**src/rtl/tour_seq_pkg.sv**
```systemverilog
// Shared types and constants for the tour sequencer: FSM states, the positive
// acknowledge byte and the error codes reported on err_code.
package tour_seq_pkg;

    typedef enum logic [2:0] {
        StIdle,
        StIssue,
        StWaitSnt,
        StWaitResp,
        StDone,
        StErr
    } tour_state_e;

    localparam int unsigned CMD_W = 16;

    localparam logic [7:0] POS_ACK = 8'hA5;

    localparam logic [1:0] ERR_NONE = 2'b00;
    localparam logic [1:0] ERR_NACK = 2'b01;
    localparam logic [1:0] ERR_TMO  = 2'b10;

    function automatic logic is_busy(input tour_state_e s);
        return (s == StIssue) || (s == StWaitSnt) || (s == StWaitResp);
    endfunction

endpackage

```
**src/rtl/cmd_fifo.sv**
```systemverilog
// Command FIFO for the tour sequencer: synchronous push/pop/flush, head word
// presented combinationally, occupancy count alongside full/empty.
module cmd_fifo #(
    parameter int unsigned DEPTH = 8,
    parameter int unsigned WIDTH = 16
) (
    input  logic                   clk,
    input  logic                   rst,
    input  logic                   push,
    input  logic [WIDTH-1:0]       push_data,
    input  logic                   pop,
    input  logic                   flush,
    output logic [WIDTH-1:0]       head,
    output logic                   full,
    output logic                   empty,
    output logic [$clog2(DEPTH):0] count
);

    localparam int unsigned AW = (DEPTH > 1) ? $clog2(DEPTH) : 1;
    localparam int unsigned CW = $clog2(DEPTH) + 1;

    logic [WIDTH-1:0] mem [DEPTH];
    logic [AW-1:0]    wr_ptr_q;
    logic [AW-1:0]    rd_ptr_q;
    logic [CW-1:0]    count_q;
    logic             do_push;
    logic             do_pop;

    function automatic logic [AW-1:0] next_ptr(input logic [AW-1:0] p);
        return (p == AW'(DEPTH - 1)) ? '0 : p + AW'(1);
    endfunction

    assign full    = (count_q == CW'(DEPTH));
    assign empty   = (count_q == '0);
    assign count   = count_q;
    assign head    = mem[rd_ptr_q];
    // Flush overrides any same-cycle push or pop.
    assign do_push = push && !full && !flush;
    assign do_pop  = pop && !empty && !flush;

    always_ff @(posedge clk) begin
        if (rst || flush) begin
            wr_ptr_q <= '0;
            rd_ptr_q <= '0;
            count_q  <= '0;
        end else begin
            if (do_push) begin
                wr_ptr_q <= next_ptr(wr_ptr_q);
            end
            if (do_pop) begin
                rd_ptr_q <= next_ptr(rd_ptr_q);
            end
            case ({do_push, do_pop})
                2'b10:   count_q <= count_q + CW'(1);
                2'b01:   count_q <= count_q - CW'(1);
                default: count_q <= count_q;
            endcase
        end
    end

    always_ff @(posedge clk) begin
        if (do_push) begin
            mem[wr_ptr_q] <= push_data;
        end
    end

endmodule

```
**src/rtl/tour_sequencer.sv**
```systemverilog
// Issues a preloaded tour of 16-bit commands to RemoteComm one at a time,
// waiting for each to be sent and acknowledged, with NACK and timeout handling.
module tour_sequencer
    import tour_seq_pkg::*;
#(
    parameter int unsigned DEPTH    = 8,
    parameter int unsigned TMO_CLKS = 50_000_000
) (
    input  logic                   clk,
    input  logic                   rst,
    input  logic                   wr_en,
    input  logic [CMD_W-1:0]       wr_cmd,
    output logic                   full,
    input  logic                   start,
    input  logic                   abort,
    output logic [CMD_W-1:0]       cmd,
    output logic                   snd_cmd,
    input  logic                   cmd_snt,
    input  logic                   resp_rdy,
    input  logic [7:0]             resp,
    output logic                   busy,
    output logic                   done,
    output logic                   err,
    output logic [1:0]             err_code,
    output logic [$clog2(DEPTH):0] cmd_cnt
);

    localparam int unsigned CW = $clog2(DEPTH) + 1;
    localparam int unsigned TW = (TMO_CLKS > 1) ? $clog2(TMO_CLKS) : 1;
    localparam logic [TW-1:0] TMO_LAST = TW'(TMO_CLKS - 1);

    tour_state_e      state_q, state_d;
    logic [CMD_W-1:0] cmd_q;
    logic             snd_cmd_q;
    logic             busy_q, done_q, err_q;
    logic [1:0]       err_code_q, err_code_d;
    logic [CW-1:0]    cmd_cnt_q, cmd_cnt_d;
    logic [TW-1:0]    tmo_q, tmo_d;

    logic             fifo_push, fifo_pop, fifo_flush;
    logic [CMD_W-1:0] fifo_head;
    logic             fifo_full, fifo_empty;
    logic [CW-1:0]    fifo_count;
    logic             resp_eval;
    logic             issue_now;

    cmd_fifo #(
        .DEPTH (DEPTH),
        .WIDTH (CMD_W)
    ) u_cmd_fifo (
        .clk       (clk),
        .rst       (rst),
        .push      (fifo_push),
        .push_data (wr_cmd),
        .pop       (fifo_pop),
        .flush     (fifo_flush),
        .head      (fifo_head),
        .full      (fifo_full),
        .empty     (fifo_empty),
        .count     (fifo_count)
    );

    always_comb begin
        state_d    = state_q;
        err_code_d = err_code_q;
        cmd_cnt_d  = cmd_cnt_q;
        tmo_d      = tmo_q;
        fifo_push  = 1'b0;
        fifo_pop   = 1'b0;
        fifo_flush = 1'b0;
        resp_eval  = 1'b0;

        unique case (state_q)
            StIdle: begin
                fifo_push = wr_en && !fifo_full;
                // A word pushed alongside start counts as part of the tour.
                if (start) begin
                    state_d = (!fifo_empty || fifo_push) ? StIssue : StDone;
                end
            end
            StIssue: begin
                state_d = StWaitSnt;
            end
            StWaitSnt: begin
                if (cmd_snt) begin
                    tmo_d     = '0;
                    state_d   = StWaitResp;
                    resp_eval = resp_rdy;
                end
            end
            StWaitResp: begin
                resp_eval = resp_rdy;
                if (!resp_rdy) begin
                    if (tmo_q == TMO_LAST) begin
                        state_d    = StErr;
                        err_code_d = ERR_TMO;
                    end else begin
                        tmo_d = tmo_q + TW'(1);
                    end
                end
            end
            StDone, StErr: begin
                if (start) begin
                    state_d    = StIdle;
                    fifo_flush = 1'b1;
                    cmd_cnt_d  = '0;
                    err_code_d = ERR_NONE;
                end
            end
            default: begin
                state_d = StIdle;
            end
        endcase

        if (resp_eval) begin
            if (resp == POS_ACK) begin
                fifo_pop = 1'b1;
                if (cmd_cnt_q != CW'(DEPTH)) begin
                    cmd_cnt_d = cmd_cnt_q + CW'(1);
                end
                state_d = (fifo_count > CW'(1)) ? StIssue : StDone;
            end else begin
                state_d    = StErr;
                err_code_d = ERR_NACK;
            end
        end

        if (abort) begin
            state_d    = StIdle;
            fifo_push  = 1'b0;
            fifo_pop   = 1'b0;
            fifo_flush = 1'b1;
            cmd_cnt_d  = '0;
            err_code_d = ERR_NONE;
            tmo_d      = '0;
        end
    end

    assign issue_now = (state_q == StIssue) && !abort;

    always_ff @(posedge clk) begin
        if (rst) begin
            state_q    <= StIdle;
            cmd_q      <= '0;
            snd_cmd_q  <= 1'b0;
            busy_q     <= 1'b0;
            done_q     <= 1'b0;
            err_q      <= 1'b0;
            err_code_q <= ERR_NONE;
            cmd_cnt_q  <= '0;
            tmo_q      <= '0;
        end else begin
            state_q    <= state_d;
            err_code_q <= err_code_d;
            cmd_cnt_q  <= cmd_cnt_d;
            tmo_q      <= tmo_d;
            // cmd is captured only here, so it holds until the next issue.
            snd_cmd_q  <= issue_now;
            if (issue_now) begin
                cmd_q <= fifo_head;
            end
            busy_q <= is_busy(state_d);
            done_q <= (state_d == StDone);
            err_q  <= (state_d == StErr);
        end
    end

    assign full     = fifo_full;
    assign cmd      = cmd_q;
    assign snd_cmd  = snd_cmd_q;
    assign busy     = busy_q;
    assign done     = done_q;
    assign err      = err_q;
    assign err_code = err_code_q;
    assign cmd_cnt  = cmd_cnt_q;

endmodule
```
**config.mk**
```make
export PLATFORM = sky130hd
export DESIGN_NAME = tour_sequencer
export DESIGN_NICKNAME = d
export VERILOG_FILES = /design/src/rtl/tour_seq_pkg.sv /design/src/rtl/cmd_fifo.sv /design/src/rtl/tour_sequencer.sv
export SDC_FILE = /design/constraint.sdc
export NUM_CORES = 1
export LEC_CHECK = 0
export ABC_AREA = 1
export CORE_MARGIN = 8
export CORE_UTILIZATION = 64
export CTS_CLUSTER_SIZE = 30
export DETAILED_ROUTE_END_ITERATION = 8
export PLACE_DENSITY = 0.95
export REMOVE_ABC_BUFFERS = 1
export SETUP_SLACK_MARGIN = 0.15
export SYNTH_ARGS = -nofsm -noshare
export SYNTH_HDL_FRONTEND = slang
export SYNTH_SLANG_ARGS = --single-unit
export TNS_END_PERCENT = 10
```
**constraint.sdc**
```tcl
create_clock -name clk -period 4.74 [get_ports clk]
set_clock_uncertainty 0.2 [all_clocks]
set_input_delay 1.185 -clock clk [delete_from_list [all_inputs] [get_ports clk]]
set_output_delay 1.185 -clock clk [all_outputs]
set_load 0.01 [all_outputs]
```
# After elaboration in Yosys (flattened, before gate mapping)
# Memories as Yosys holds them, arrays and structs flattened. A register that Yosys moved wholly into a read port is not among the register bits.
# Index checks and enable logic that the tools add are counted.
[word_totals]
latchBits = 0
wordCells = 102
in_bits = 31
mem_bits_rw = 128
romBits = 0
output_inout_bits = 27
ff_bits = 49
mem_count = 1
[mem_list]
columns = ["memory", "words", "width", "read_ports", "rd_ports_with_merged_regs", "write_ports", "line", "rtl"]
rows = [
  ["u_cmd_fifo.mem", 8, 16, 1, 1, 1, "cmd_fifo.sv:22", "logic [WIDTH-1:0] mem [DEPTH];"],
]
[classes]
n_eq_ne = 21
n_addsub = 6
n_lt_le_gt_ge = 1
shift = 0
muxes = 41
n_bitwise = 0
div_mod_pow = 0
multipliers = 0
reduce_logical = 21
[ops]
columns = ["cell", "n"]
rows = [
  ["$mux W26", 3],
  ["$pmux W26 S2", 1],
  ["$mux W3", 12],
  ["$add A26 B1 Y26 const B", 1],
  ["$eq A26 B26 Y1 const B", 1],
  ["$mux W4", 5],
  ["$eq A3 B3 Y1 const B", 6],
  ["$pmux W3 S5", 1],
  ["$eq A3 B2 Y1 const B", 4],
  ["$mux W1", 11],
  ["$mux W2", 5],
  ["$add A4 B1 Y4 const B", 2],
  ["$eq A8 B8 Y1 const B", 1],
  ["$pmux W4 S2", 1],
  ["$add A3 B1 Y3 const B", 2],
  ["$eq A3 B1 Y1 const B", 2],
  ["$logic_and A1 B1 Y1", 6],
  ["$ne A2 B2 Y1 const B", 3],
  ["$eq A4 B4 Y1 const B", 1],
  ["$gt A4 B1 Y1 const B", 1],
  ["$logic_not A1 Y1", 4],
  ["$logic_not A4 Y1", 1],
  ["$logic_or A1 B1 Y1", 4],
  ["$ne A4 B4 Y1 const B", 1],
  ["9 further kinds", 11],
]

# Logic depth before layout (Yosys ltp)
[logic_depth]
ltp_word = 12
ltp_mapped = 12
mapped_depth_nobuf = 12

# Cells and area by module
# A second synthesis with hierarchy kept.
[hier_totals]
hier_cells = 972
area_unflattened_um2 = 8894.8
[modules_own_cells]
columns = ["mod", "n_inst", "cells_per_inst", "area_per_inst_um2", "seq_area_each_um2"]
rows = [
  ["cmd_fifo", 1, 462, 5721.7, 4103.9],
  ["tour_sequencer", 1, 510, 3173.0, 1101.1],
]

# Worst setup path before layout
# OpenSTA, ideal clock, no wires.
[synth_timing]
path_type = "input to register"
from = "in abort"
to = "mem u_cmd_fifo.mem[6][0] (enable)"
path_slack_ns = 1.207
n_path_buf = 0
arrival_ns = 2.923
required_time_ns = 4.131
setup_ns = 0.409
stages = 4
path_cell_list = "inv_1 -> nand4_2 -> or2_2 -> nor3_1"
[synth_between]
elab_chain_cells = 5
elab_cells_between_ends = 7
cone_classes = "4 x mux; 3 x reduce/logical"
[synth_rtl]
columns = ["element", "line", "rtl"]
rows = [
  ["start, declared", "tour_sequencer.sv:15", "input logic abort,"],
  ["$mux W1", "tour_sequencer.sv:128", "if (abort) begin"],
  ["$logic_and A1 B1 Y1 / $logic_not A1 Y1 (equally long branches)", "cmd_fifo.sv:38", "assign do_push = push && !full && !flush;"],
  ["$logic_and A1 B1 Y1 (*)", "cmd_fifo.sv:38", ""],
  ["$mux W1 (*)", "cmd_fifo.sv:62", "if (do_push) begin"],
  ["$mux W1 (implied by the code) (*)", "cmd_fifo.sv:63", "mem[wr_ptr_q] <= push_data;"],
  ["end, declared", "cmd_fifo.sv:22", ""],
]
# Every way passes the cells marked *; elsewhere a longest branch is shown, timed or not.

# Worst setup path after layout
[layout_timing]
from = "in resp_rdy"
to = "reg u_cmd_fifo.count_q[2] (netlist: u_cmd_fifo.count[2])"
[layout_between]
elab_chain_cells = 8
elab_cells_between_ends = 10
cone_classes = "2 x eq/ne; 5 x mux; 3 x reduce/logical"
[layout_rtl]
columns = ["element", "line", "rtl"]
rows = [
  ["start, declared", "tour_sequencer.sv:19", "input logic resp_rdy,"],
  ["$mux W1", "tour_sequencer.sv:85", "if (cmd_snt) begin"],
  ["$pmux W1 S2 (*)", "tour_sequencer.sv:73", "unique case (state_q)"],
  ["$mux W1 (*)", "tour_sequencer.sv:115", "if (resp_eval) begin"],
  ["$mux W1 (*)", "tour_sequencer.sv:128", ""],
  ["$logic_and A1 B1 Y1 (*) (2 in a row)", "cmd_fifo.sv:39", "assign do_pop = pop && !empty && !flush;"],
  ["named net u_cmd_fifo.do_pop", "cmd_fifo.sv:27", "logic do_pop;"],
  ["$eq A2 B1 Y1 / $eq A2 B2 Y1 (equally long branches)", "cmd_fifo.sv:53", "case ({do_push, do_pop})"],
  ["$pmux W4 S2 / $reduce_bool A2 Y1 (equally long branches)", "n/a", ""],
  ["end signal, assigned", "cmd_fifo.sv:54", "2'b10: count_q <= count_q + CW'(1);"],
  ["end signal, assigned", "cmd_fifo.sv:55", "2'b01: count_q <= count_q - CW'(1);"],
  ["end signal, assigned", "cmd_fifo.sv:56", "default: count_q <= count_q;"],
  ["end, declared", "cmd_fifo.sv:25", "logic [CW-1:0] count_q;"],
]
# Mark *: on every way through the listed nets, which the timed path passes. The rest lies on a longest branch.
# A chain may end at the register's enable or synchronous reset.

==> flow_summary.ini <==
[status]
status = complete, no violations

[finish]
syn_to_final_growth_pct = 15.1
register_area_um2 = 5150
n_antenna_cell = 0
multi_input_area_um2 = 3190
num-fill-cells = 827
drive_gt1_share_pct = 6.97
nets = 1033

[grt]
grt_pass1_wl_um = 33400
antenna_found_initial = 0
overflow = 0
grt_usage_pct = 23.7
grt_max_degree = 67
grt_pass1_vias = 6864

[power_and_ir_drop]
vdd_drop_max_v = 0.000284
p_seq_share_pct = 54.2
intPower_mw = 2.61
leakage_nw = 3.29
pwr-share-comb_pct = 3.6
clkPwrFrac_pct = 42.3
powerDensity_nw_per_um2 = 335
power_switching_share_pct = 22.0
p_total_mw = 3.35
net-switching-power_mw = 0.736

[sta]
finalHoldViolCount = 0
relSlewSlack_pct = 21.1
worst_pin_slew_ps = 1180
rsz0062_at_grt = no
setup_viol = 0
final.min_clock_period_ps = 3560
max_freq_ghz = 0.281
finalCritPeriodShare_pct = 75.1
drv_slew = 0
setup_tns_ps = 0

[critical_path]
crit_type = input port to flop
reg2reg_from = state_q[1]
rrSetupSlack_ps = 1840
worstRegToRegCells = 11
worstPathArrival_ps = 3730
cp-end-kind = flop
critPathLaunchType = input port
reg2reg_to = u_cmd_fifo.count[2]
cp_data_required_time_ps = 4910
crit_fanout = 18

[floorplan]
io_pins = 58
die_h_um = 133
start_util_pct = 65.6
rows = 42
die_area_um2 = 17600
coreArea_um2 = 13200
die_x_um = 133

[clocking]
ctsHoldBuffers = 0
cts_inserted_buffers = 17
cts_tree = done
cts_max_level = 4
post_cts_buffers = 0
cts_resized = 0
clock-sinks = 193
clock_latency_ps = 430
root_buffer = clkbuf_16
path_clk_slew_ps = 70
cts.path.max_buffers = 2

[drt]
avgViaCountPerCell = 5.97
ant_nets = 0
drc_errors = 0
drt-initial-drc-count = 996
drtPass1Iterations = 6
via_count = 7045
wl_um = 20700
wire_per_inst_um = 17.5

[placement]
hpwl_um = 12700
portBuffers = 57
place.gp.congestion = 0.935

[yosys]
synth_top_family_by_area = simple AND/OR/NAND/NOR gates
ys_ff_latch = 193
postSynthAreaPerCell_um2 = 9.22
synth_top_cell_area_share_pct = 44.2
yosys.area.top_type = edfxtp_1
synth_cells = 942
synth.cell_area_um2 = 8690
ys_types = 37
yosys.area_share.xor_xnor_pct = 0.706
synth_mux_area_share_pct = 0
yosysWarnings = 0
synth_compound_area_share_pct = 12.3
async_flop_share_pct = 0
yosys.area_share.simple_pct = 21.9
ys_seq_area_share_pct = 59.2
ys_top_cells_by_area = edfxtp_1, dfxtp_1, nor2_1
dominantRegCellSynth = edfxtp_1
synth_edf_count = 128
synthAdderAreaFrac_pct = 1.58

[worst_hold_path]
whs_endpoint = cmd[11]
hold_start = cmd[11]
whs_path_depth = 2
hold_path.class = flop to flop

[job]
max_cap_viol_count = 0
-- per-layer routing --
metal  vias to the layer above  share of wire [%]  GRT usage (%)  routed length (µm)
li1                       3324                  -              -                   -
met1                      3243                 39           27.9                7970
met2                       395                 49           38.8               10100
met3                        83                8.2           5.26                1700
met4                         0                4.2           14.8                 864
met5                         -                  0              0                   0
-- cell type report --
cell class	instances	share of cell area [%]
clock inverter	13	1.40
timing repair buffer	69	6.61
tap	176	2.20
multi-input combinational	658	31.9
sequential	193	51.5
inverter	52	1.95
clock buffer	19	4.43
-- layout by cell type (no fill, tap or decap), types with 2 or more instances in the layout --
| cell | instances |
|---|---|
| ha_1 | 11 |
| nor2_2 | 5 |
| dfxtp_2 | 2 |
| clkbuf_16 | 17 |
| nand3_1 | 47 |
| nor3_2 | 5 |
| o211ai_1 | 32 |
| clkinvlp_4 | 2 |
| or2_2 | 4 |
| clkdlybuf4s50_1 | 57 |
| o21ai_0 | 83 |
| nand2_4 | 2 |
| a21oi_2 | 3 |
| inv_6 | 5 |
| edfxtp_1 | 128 |
| inv_8 | 3 |
| a211oi_1 | 3 |
| buf_4 | 12 |
| dfxtp_1 | 63 |
| xor2_1 | 4 |
| a21oi_1 | 50 |
| o31ai_1 | 2 |
| nor3_1 | 4 |
| nand2_1 | 170 |
| clkinv_4 | 2 |
| inv_1 | 52 |
| o21bai_1 | 8 |
| nor2_1 | 199 |
| nand4_1 | 12 |
| xnor2_1 | 3 |
-- state kept, by name, summed over array words and instances (netlist names) --
name                 cells
u_cmd_fifo.mem         128
tmo_q                   26
cmd                     16
cmd_cnt                  4
u_cmd_fifo.count         4
state_q                  3
u_cmd_fifo.rd_ptr_q      3
u_cmd_fifo.wr_ptr_q      3
err_code                 2
busy                     1
done                     1
err                      1
snd_cmd                  1
-- worst max-delay path by stage --
| stage | startpoint | end | slack, ps |
|---|---|---|---|
| after detailed placement | resp_rdy | u_cmd_fifo.count[2] | 790 |
| after global placement | resp_rdy | u_cmd_fifo.count[2] | 890 |
| after global routing | resp_rdy | u_cmd_fifo.count[2] | 930 |
| after floorplan | abort | u_cmd_fifo.mem[6][0] | 1210 |
| final | resp_rdy | u_cmd_fifo.count[2] | 1180 |
| after CTS | resp_rdy | u_cmd_fifo.count[2] | 1220 |
-- synth_stat cells, types with 2 or more instances --
| cell | count |
|---|---|
| a211oi_1 | 3 |
| a21oi_1 | 50 |
| a21oi_2 | 3 |
| buf_1 | 3 |
| buf_2 | 13 |
| buf_6 | 2 |
| clkbuf_1 | 21 |
| dfxtp_1 | 65 |
| edfxtp_1 | 128 |
| ha_1 | 11 |
| inv_1 | 52 |
| nand2_1 | 170 |
| nand2_4 | 2 |
| nand3_1 | 47 |
| nand4_1 | 12 |
| nor2_1 | 199 |
| nor2_2 | 5 |
| nor3_1 | 8 |
| o211ai_1 | 32 |
| o21ai_0 | 83 |
| o21bai_1 | 8 |
| o31ai_1 | 2 |
| or2_2 | 4 |
| xnor2_1 | 3 |
| xor2_1 | 4 |
-- power by group through the flow --
stage / combinational (mW) / sequential, mW / clock (mW)
final: 0.120 / 1.81 / 1.42
after global routing: 0.131 / 1.81 / 1.48
after CTS: 0.118 / 1.81 / 1.43
after detailed placement: 0.117 / 1.85 / 0
after global placement: 0.111 / 1.85 / 0
after floorplan: 0.0483 / 1.85 / 0
-- cell families after synthesis --
kind of cell / after synthesis
compound gates: 186
xor+xnor: 7
fa+ha+maj: 11
buf+inv: 91
flops: 193
simple gates: 454
-- through the flow --
stage	setup WS [ps]	area, µm²	instances	hold slack [ps]	utilization [%]
finish	1180	10000	1180	266	75.5
global route	931	10000	1180	295	75.5
floorplan	1210	8510	903	237	-
global placement	890	9420	1148	251	71.1
detailed placement	794	9420	1148	257	71.1
CTS	1220	10000	1180	268	75.5
-- critical path: stages --
cell and delay [ps]:
clkdlybuf4s50_1 540, nand4_4 310, o21ai_2 240, nand2_1 130, inv_1 120, o21ai_0 110, nor2_1 130, ha_1 300
a21oi_1 130, o21ai_0 110, or2_2 290, a21oi_1 110
(Power assumes the default switching activity.)
